===== src/rtl/intersection_controller.sv =====
// Two-phase (north-south / east-west) intersection sequencer with a
// pedestrian walk phase. A single shared down-counter times every state
// and is reloaded with that state's duration on each state entry.
module intersection_controller #(
  parameter int GREEN_T  = 30,
  parameter int YEL_T    = 5,
  parameter int ALLRED_T = 2,
  parameter int WALK_T   = 10,
  parameter int CNT_W    = 5
) (
  input  logic clk,
  input  logic n_reset,
  input  logic ped_req,
  output logic ns_red,
  output logic ns_yel,
  output logic ns_green,
  output logic ew_red,
  output logic ew_yel,
  output logic ew_green,
  output logic walk,
  output logic ped_wait
);

  typedef enum logic [2:0] {
    ALLRED = 3'd0,
    NS_GRN = 3'd1,
    NS_YEL = 3'd2,
    EW_GRN = 3'd3,
    EW_YEL = 3'd4,
    WALK   = 3'd5
  } state_t;

  // Timer reload values: a state of duration D counts D-1 down to 0.
  localparam logic [CNT_W-1:0] GREEN_LD  = CNT_W'(GREEN_T - 1);
  localparam logic [CNT_W-1:0] YEL_LD    = CNT_W'(YEL_T - 1);
  localparam logic [CNT_W-1:0] ALLRED_LD = CNT_W'(ALLRED_T - 1);
  localparam logic [CNT_W-1:0] WALK_LD   = CNT_W'(WALK_T - 1);

  state_t           state_reg, state_next;
  logic [CNT_W-1:0] cnt_reg, cnt_next;
  logic [CNT_W-1:0] load_val;
  logic             next_dir_reg, next_dir_next;   // 0 = NS green next, 1 = EW
  logic             ped_wait_reg, ped_wait_next;
  logic             done;

  assign done = (cnt_reg == '0);

  // State, timer, direction and pedestrian-latch registers.
  always_ff @(posedge clk) begin
    if (!n_reset) begin
      state_reg    <= ALLRED;
      cnt_reg      <= ALLRED_LD;
      next_dir_reg <= 1'b0;
      ped_wait_reg <= 1'b0;
    end else begin
      state_reg    <= state_next;
      cnt_reg      <= cnt_next;
      next_dir_reg <= next_dir_next;
      ped_wait_reg <= ped_wait_next;
    end
  end

  // Next-state and direction selection; the state only moves when the timer expires.
  // A request arriving on the clearance's final cycle is served immediately.
  always_comb begin
    state_next    = state_reg;
    next_dir_next = next_dir_reg;
    if (done) begin
      case (state_reg)
        NS_GRN: state_next = NS_YEL;
        NS_YEL: begin
          state_next    = ALLRED;
          next_dir_next = 1'b1;
        end
        EW_GRN: state_next = EW_YEL;
        EW_YEL: begin
          state_next    = ALLRED;
          next_dir_next = 1'b0;
        end
        ALLRED: begin
          if (ped_wait_reg || ped_req) begin
            state_next = WALK;
          end else begin
            state_next = next_dir_reg ? EW_GRN : NS_GRN;
          end
        end
        WALK:    state_next = next_dir_reg ? EW_GRN : NS_GRN;
        default: state_next = ALLRED;
      endcase
    end
  end

  // Duration reload for whichever state is being entered.
  always_comb begin
    case (state_next)
      NS_GRN, EW_GRN: load_val = GREEN_LD;
      NS_YEL, EW_YEL: load_val = YEL_LD;
      WALK:           load_val = WALK_LD;
      default:        load_val = ALLRED_LD;
    endcase
  end

  // Timer reloads on every transition, otherwise counts down; never underflows.
  always_comb begin
    cnt_next = cnt_reg - CNT_W'(1);
    if (done) begin
      cnt_next = load_val;
    end
  end

  // Pedestrian latch: entering WALK clears it and takes priority over a new request.
  always_comb begin
    ped_wait_next = ped_wait_reg;
    if (done && (state_next == WALK)) begin
      ped_wait_next = 1'b0;
    end else if ((state_reg != WALK) && ped_req) begin
      ped_wait_next = 1'b1;
    end
  end

  // Moore lamp decode from the state register.
  always_comb begin
    ns_red   = 1'b0;
    ns_yel   = 1'b0;
    ns_green = 1'b0;
    ew_red   = 1'b0;
    ew_yel   = 1'b0;
    ew_green = 1'b0;
    walk     = 1'b0;
    case (state_reg)
      NS_GRN: begin
        ns_green = 1'b1;
        ew_red   = 1'b1;
      end
      NS_YEL: begin
        ns_yel = 1'b1;
        ew_red = 1'b1;
      end
      EW_GRN: begin
        ns_red   = 1'b1;
        ew_green = 1'b1;
      end
      EW_YEL: begin
        ns_red = 1'b1;
        ew_yel = 1'b1;
      end
      WALK: begin
        ns_red = 1'b1;
        ew_red = 1'b1;
        walk   = 1'b1;
      end
      default: begin
        ns_red = 1'b1;
        ew_red = 1'b1;
      end
    endcase
  end

  assign ped_wait = ped_wait_reg;

endmodule


===== config.mk =====
export PLATFORM = sky130hd
export DESIGN_NAME = intersection_controller
export DESIGN_NICKNAME = d
export VERILOG_FILES = /design/src/rtl/intersection_controller.sv
export SDC_FILE = /design/constraint.sdc
export NUM_CORES = 1
export LEC_CHECK = 0
export CORE_MARGIN = 4
export CORE_UTILIZATION = 44
export CTS_CLUSTER_DIAMETER = 150
export DETAILED_ROUTE_END_ITERATION = 7
export PLACE_DENSITY_LB_ADDON = 0.2
export SYNTH_ARGS = -nofsm -noshare
export SYNTH_HDL_FRONTEND = slang
export SYNTH_SLANG_ARGS = --single-unit

===== constraint.sdc =====
create_clock -name clk -period 1.8 [get_ports clk]
set_clock_uncertainty 0.1 [all_clocks]
set_input_delay 0.36 -clock clk [delete_from_list [all_inputs] [get_ports clk]]
set_output_delay 0.36 -clock clk [all_outputs]
set_load 0.02 [all_outputs]

-- Yosys cells after proc, flatten, opt, wreduce, memory -nomap -nowiden
Index checks and enable logic that the tools add are counted.
- add/subtract/negate cells: 1
- $mul: 0
- divide/modulo/power cells: 0
- magnitude comparators: 0
- equality and inequality tests: 11
- shift operators: 0
- mux-type cells: 14
- bitwise gates (word level): 1
- reductions and logical operators: 12
- operators with widths (cell ; number):
    $pmux W5 S3 ; 1
    $eq A3 B2 Y1 const B ; 4
    $eq A3 B3 Y1 const B ; 4
    $pmux W3 S4 ; 1
    $reduce_or A2 Y1 ; 5
    $mux W1 ; 7
    $eq A3 B1 Y1 const B ; 2
    $mux W3 ; 2
    $logic_not A5 Y1 ; 1
    $mux W5 ; 1
    $sub A5 B1 Y5 const B ; 1
    $logic_not A3 Y1 ; 1
    $ne A3 B3 Y1 const B ; 1
    $logic_and A1 B1 Y1 ; 2
    $mux W2 ; 1
    $pmux W1 S2 ; 1
    $reduce_and A2 Y1 ; 1
    $reduce_bool A2 Y1 ; 1
    $logic_or A1 B1 Y1 ; 1
    $not A1 Y1 ; 1
- bits in registers: 10
- latch bits: 0
- bits in writable memories: 0
- memory bits (read-only): 0
- input port bits: 3
- output and inout bits: 8
- logic and storage cells: 43
- memories kept: 0

-- Depth between registers and ports, before layout
- word-level depth: 8
- mapped depth: 7
- depth with buffers taken out: 6

-- Worst setup path after synthesis
No wires, ideal clock.
- path type: flip-flop to output port
- start point: register state_reg[1]
- end point: output ew_red
- arrival time: 1.283 ns
- required time: 1.340 ns
- path slack: 0.057 ns
- stages on the path, launching flop included: 5
- path buffers: 1
- path through: dfxtp_1 > clkbuf_1 > inv_1 > nor2_1 > nor2_1
- word-level cells in the longest chain between the ends: 3
- elaborated cells between the ends (all ways): 4
- those cells by class: eq/ne (2); mux (1); reduce/logical (1)
- RTL lines (item ; line ; RTL):
    start, declared ; 39 ; state_t state_reg, state_next;
    start signal, assigned ; 56 ; state_reg <= state_next;
    $eq A3 B2 Y1 or $eq A3 B3 Y1 (tied branches) ; 130 ; case (state_reg)
    $reduce_or A2 Y1 (no source line) * ; -- ;
    $mux W1 * ; 130 ;
    end, declared ; 17 ; output logic ew_red,
Mark *: on every way between the ends. The rest lies on a longest branch, timed or not.

-- Final worst setup path
- start point: register cnt_reg[0]
- end point: register cnt_reg[2]
- word-level cells in the longest chain between the ends: 6
- elaborated cells between the ends (all ways): 12
- those cells by class: add/sub (1); eq/ne (5); mux (3); reduce/logical (3)
- RTL lines (item ; line ; RTL):
    start, declared ; 40 ; logic [CNT_W-1:0] cnt_reg, cnt_next;
    start signal, assigned ; 57 ; cnt_reg <= cnt_next;
    $logic_not A5 Y1 ; 46 ; assign done = (cnt_reg == '0);
    $mux W3 ; 68 ; if (done) begin
    $eq A3 B2 Y1, or another cell as far along ; 95 ; case (state_next)
    $reduce_or A2 Y1 ; 95 ;
    $pmux W5 S3 ; 95 ;
    $mux W5 * ; 106 ; if (done) begin
Marked as above.
A chain may end at the register's enable or synchronous reset.

==> metrics.yaml <==
sta:
  timing.slew.headroom_pct: 66.00
  maxSlewViolCount: 0
  worst_slack_ns: 0.001793
  finalHoldViolations: 0
  fin_tns_setup_ns: 0
  setup_violations: 0
  finalCriticalPeriod_ns: 1.798
  grt_setup_unrepaired: "true"
  period_share_pct: 99.90
  tightest_slew_ns: 0.5030
  max_freq_mhz: 556.1
synthesis:
  synth_warnings: 0
  ys_top_cells_by_count: "nor2_1 (13), dfxtp_1 (10), nand2_1 (7)"
  ys_types: 31
  synth_edf_count: 0
  synth_flop_cell: "dfxtp_1"
  synth.most_common_cell: "nor2_1"
  synth_top_area_share_pct: 32.39
  synth.area.top_cells: "dfxtp_1 (32%), nor2_1 (7.9%), o21ai_0 (4.9%), nand2_1 (4.3%), ha_1 (4.0%)"
  ys_seq_area_share_pct: 32.39
  ys_ff_latch: 10
  async_flop_share_pct: 0
  synthCells: 79
  avgSynthCellArea_um2: 7.824
  syn_nets: 84
  synthesis.area_um2: 618.1
  yosys.area.top_type: "dfxtp_1"
pwr:
  ir_drop_v: 0.0008491
  switching_share_pct: 40.85
  power_leakage_uw: 0.0003849
  p_int_uw: 857.0
  switchingPower_uw: 591.9
  power_frac_seq_pct: 27.1
  pwr-share-clk_pct: 14.6
  power_density_nw_per_um2: 1611
  total_power_uw: 1449
  comb_power_share_pct: 58.2
placement:
  dpl_cell_area_um2: 828.3
  dp_hpwl_um: 1138
  port_buffers: 10
  place_ws_ns: -0.01849
  place_inst: 115
  place_congestion: 0.7685
routing:
  final_antenna_net_count: 0
  vias_per_cell: 5.382
  dr_total_vias: 662
  wl_per_cell_um: 13.45
  dr.pass1.iters: 4
  wirelength_um: 1654
  drc: 0
  drtIter0Drc: 15
floorplan:
  floorplan.initialDensity_pct: 46.91
  rows: 13
  die_area_um2: 2068
  die_w_um: 45.48
  die_h_um: 45.48
  io_pins: 11
  core_area_um2: 1318
layout:
  drive_above_1_share_pct: 37.96
  fin_cells: 123
  largest_register_ffs: 5
  diodes: 0
  area_delta_synth_final_pct: 45.55
  num-nets-final: 114
  postLayoutCellArea_um2: 899.6
grt:
  grt_max_degree: 11
  grt_pass1_wl_um: 2725
  antenna_found_initial: 0
  grt_usage_pct: 18.23
  grt_pass1_vias: 646
  grt.overflow.total: 0
clock_network:
  numCtsBuffers: 3
  cts_tree: "built"
  cts_buffer_depth: 2
  htree_num_levels: 1
  cts_hold_buf: 0
  clock-root-buffer: "clkbuf_4"
  path_clk_slew_ns: 0.08
  clk_latency_ns: 0.27
  clkSinkCount: 10
critical_path:
  path_cells: "inv_2 -> ha_2 -> or4b_4 -> buf_6 -> o311a_1"
  cp.required_ns: 1.87
  cpMaxStageDelayCell: "or4b_4"
  critPathKind: "flop to flop"
  cp-start-kind: "flop"
  critPathArrivalTime_ns: 1.87
  slowest_delay_ns: 0.54
  cp_max_fo: 7
  end_kind: "flop"
min_path:
  holdCritPathClass: "flop to flop"
flow_run:
  max-cap-violations: 0
run_status:
  outcome: "finished clean"
[cell type report]
| cell class | count | area, µm² |
|---|---|---|
| Timing Repair Buffer | 30 | 242.7 |
| Fill cell | 113 | 417.9 |
| Multi-Input combinational cell | 61 | 385.4 |
| Tap cell | 15 | 18.77 |
| Inverter | 3 | 11.26 |
| Sequential cell | 10 | 205.2 |
| Clock buffer | 4 | 36.28 |
[kinds of logic (layout without fill, tap and decap cells)]
logic type / after synthesis / in the layout / synth area share (%)
flops: 10 / 10 / 32.39
xor+xnor: 2 / 2 / 2.835
fa+ha+maj: 2 / 2 / 4.048
buf+inv: 8 / 37 / 6.478
compound gates: 19 / 19 / 21.86
simple gates: 38 / 38 / 32.39
[routing by layer]
metal	track usage, %	wire length (µm)	vias to the layer above
met5	0	0	-
met4	10.53	27	0
met3	3.953	89	4
met2	26.46	771	18
met1	24.52	766	306
li1	-	-	334
[repair_timing]
| item | CTS | global route |
|---|---|---|
| pin swaps | 0 | 3 |
| setup endpoints to repair | 7 | 7 |
| resized for setup | 11 | 15 |
| gates cloned | 0 | 0 |
| buffers inserted | 0 | 4 |
[layout by cell type (no fill, tap or decap), types with 2 or more instances in the layout]
| cell | n |
|---|---|
| buf_4 | 19 |
| nor2_1 | 11 |
| nand2_1 | 7 |
| o21ai_0 | 6 |
| dfxtp_1 | 6 |
| nor3_1 | 5 |
| nand2b_1 | 4 |
| dfxtp_2 | 4 |
| nor2_2 | 3 |
| a21oi_1 | 3 |
| clkbuf_4 | 3 |
| clkdlybuf4s50_1 | 3 |
| inv_2 | 2 |
| nand3_1 | 2 |
| a211oi_1 | 2 |
| dlygate4sd2_1 | 2 |
| clkbuf_2 | 2 |
| clkdlybuf4s15_1 | 2 |
[power by group through the flow]
stage	logic, µW	clock network [µW]	registers (µW)
after floorplan	499	0	362
after global placement	757	0	380
after detailed placement	771	0	382
after CTS	749	214	380
after global routing	921	227	406
final	844	212	393
[worst max-delay path: cells and delay by family, from the launching register on]
kind / cells / cell delay (ns)
simple gates: 1 / 0.54
flops: 1 / 0.33
compound gates: 1 / 0.32
buf+inv: 2 / 0.21
fa+ha+maj: 1 / 0.18
[worst paths after layout]
check | end | startpoint | slack (ns) | cells after the start
worst min register to register | next_dir_reg | next_dir_reg | 0.43 | 2
worst min-delay path | next_dir_reg | next_dir_reg | 0.43 | 2
worst max-delay path | cnt_reg[2] | cnt_reg[0] | 0.002 | 5
worst max register to register | cnt_reg[2] | cnt_reg[0] | 0.002 | 5
[per-stage QoR]
step / utilization, % / hold WS [ns]
after detailed placement: 62.87 / 0.4470
after CTS: 65.34 / 0.4584
after floorplan: - / 0.3921
after global routing: 68.28 / 0.4497
final: 68.28 / 0.4250
after global placement: 62.87 / 0.4202
Power figures use the tool's default switching activity.
==> variant: new RTL, same settings <==
The parameter `GREEN_T` goes from 30 to 16.
--- a/src/rtl/intersection_controller.sv
+++ b/src/rtl/intersection_controller.sv
@@ -2,7 +2,7 @@
 // pedestrian walk phase. A single shared down-counter times every state
 // and is reloaded with that state's duration on each state entry.
 module intersection_controller #(
-  parameter int GREEN_T  = 30,
+  parameter int GREEN_T  = 16,
   parameter int YEL_T    = 5,
   parameter int ALLRED_T = 2,
   parameter int WALK_T   = 10,
Behaviour: no difference found for any inputs over 10 cycles, from zero or initial values and one cycle with n_reset low; that may be too few to reach the edited logic, so the function may still have changed.
==> variant against the original RTL <==
- wire length fell by 4.4%
- die area rose by 4.0%
- synthesized area rose by 4.9%
- power fell by 0.33%
- count of clock-buffer cells in the layout fell by 1
- sequential cell count did not move
- setup slack improved by 0.029 ns
- global-route usage fell by 2.1 points
- design area rose by 3.6%
- critical path type is now reg2out
==> variant: results (changes against the original RTL) <==
By area the synthesized netlist is led by sky130_fd_sc_hd__dfxtp_1, sky130_fd_sc_hd__o21ai_0, sky130_fd_sc_hd__nor2_1. The routed length on met3 was 60 um (-33%). The total routing resource utilization after global routing is 0.161 (-0.0212). The placed wire-length estimate is 1.10 mm (-3.5%). The worst-case setup slack after placement was -0.000708 ns (+0.0178 ns).

The insertion delay of the later-clocked pin in the worst-skew pair is 0.26 ns. In the synthesized netlist, the cells that appear most often are sky130_fd_sc_hd__dfxtp_1, sky130_fd_sc_hd__nor2_1, sky130_fd_sc_hd__nand2_1, sky130_fd_sc_hd__o21ai_0, sky130_fd_sc_hd__nand2b_1. The number of unique standard cell types used by synthesis is 34 (+9.7%). The final weighted congestion of routability-driven global placement was 0.772 (+0.46%). The actual transition at the worst max-transition pin is 0.294 ns (-0.209 ns). The amount of wire on met2 after detailed routing came to 776 um (+0.65%). The flow ran to the end, and the final reports show no timing, DRC or antenna violations. The TritonCTS buffer count is 3 (unchanged). The fraction of layout cells with a size suffix above 1 is 0.367 (-0.0127). The number of global-route vias before repair is 580 (-10%). The wire length on met1 came to 708 um (-7.6%).

The highest metal layer carrying signal wires in the routed design is met4. The detailed-route wire length per cell came out at 12.8 um (-5.2%). The type of the worst min-delay path is reg2reg. The number of nets in the final layout is 116 (+1.8%).

The fraction of registers with async set or reset after synthesis is 0 (unchanged). The wire length of the first global-routing pass was 2.42 mm (-11%). The count of input and output buffers was 10 (unchanged). The worst stage delay on the critical path is 0.64 ns (+0.10 ns). The net count after synthesis is 88 (+4.8%). The mapped cell area came out at 648 um^2 (+4.9%).

The number of H-tree levels came out at 1 (unchanged). The deepest clock path buffer count came out at 2 (unchanged). The arrival time of data at the critical path endpoint came out at 1.31 ns (-0.56 ns). The most frequent cell after synthesis is sky130_fd_sc_hd__dfxtp_1.

In this run the clock root is driven by a sky130_fd_sc_hd__clkbuf_4. The DRC violation total after the first TritonRoute iteration came out at 6 (-9). The biggest fanout along the worst timing path came out at 5 (-2). The largest vdd supply drop came out at 1120 uV (+32%).

The largest individual stage delay along the critical path comes from the cell sky130_fd_sc_hd__clkdlybuf4s50_1. The number of detailed-routing iterations run before antenna repair came out at 4 (unchanged). The cell family contributing the most delay on the critical path is buffers and inverters. The proportion of synthesized chip area in sequential cells came to 0.309 (-0.0150). The via count normalized by instance count came to 5.41 (+0.54%). The standby leakage power is 0.426 nW (+11%).

The number of diodes added for antenna fixing came out at 0 (unchanged).
==> variant: final timing paths <==
check | cells after the start | startpoint | slack, ns | to
min reg2reg | 2 | next_dir_reg$_SDFFE_PN0P_ | 0.41 | state_reg[1]$_SDFF_PN0_
min | 2 | next_dir_reg$_SDFFE_PN0P_ | 0.41 | state_reg[1]$_SDFF_PN0_
max | 1 | ped_wait$_SDFFE_PP0P_ | 0.03 | ped_wait
max reg2reg | 7 | cnt_reg[0]$_SDFF_PN1_ | 0.06 | next_dir_reg$_SDFFE_PN0P_
==> variant: per-layer routing <==
metal / global-route usage / up-vias
met5: 0 / -
met4: 0.0852 / 0
met3: 0.0508 / 6
met2: 0.247 / 16
met1: 0.198 / 309
li1: - / 340
==> variant: what timing repair did <==
item | 4_1_cts | 5_1_grt
gates cloned | 0 | 1
setup endpoints to repair | 7 | 11
pin swaps | 0 | 1
hold buffers | 0 | 0
setup buffers | 0 | 1
gates resized for setup | 13 | 21
hold endpoints to repair | 0 | 0
==> variant: layout make-up <==
| cell class | instances | area share |
|---|---|---|
| multi-input combinational | 64 | 0.468 |
| timing repair buffer | 29 | 0.258 |
| sequential | 10 | 0.217 |
| clock buffer | 3 | 0.0242 |
| tap | 15 | 0.0201 |
| inverter | 3 | 0.0121 |
==> variant: where the power goes <==
part	internal [W]	switching [W]
sequential	0.000297	0.0000576
clock	0.0000770	0.0000731
combinational	0.000480	0.000460
total	0.000853	0.000591
==> variant: stage by stage <==
| stage | setup TNS, ns | std cells | area (um^2) | power, W |
|---|---|---|---|---|
| finish | 0 | 124 | 932 | 0.00144 |
| global route | -0.0134 | 124 | 932 | 0.00156 |
| CTS | 0 | 122 | 891 | 0.00132 |
| detailed placement | -0.000708 | 119 | 867 | 0.00118 |
| global placement | -0.00261 | 119 | 867 | 0.00116 |
| floorplan | 0 | 83 | 653 | 0.000860 |
==> variant: logic make-up (layout without fill, tap and decap cells) <==
group | count (synthesis) | count (layout) | synth area share
adder cells (fa/ha/maj) | 2 | 2 | 0.0386
buffers and inverters | 9 | 35 | 0.0676
XOR/XNOR | 3 | 3 | 0.0405
multiplexers | 1 | 1 | 0.0154
AO/OA/AOI/OAI | 19 | 19 | 0.195
flip-flops | 10 | 10 | 0.309
AND/OR/NAND/NOR | 39 | 39 | 0.334
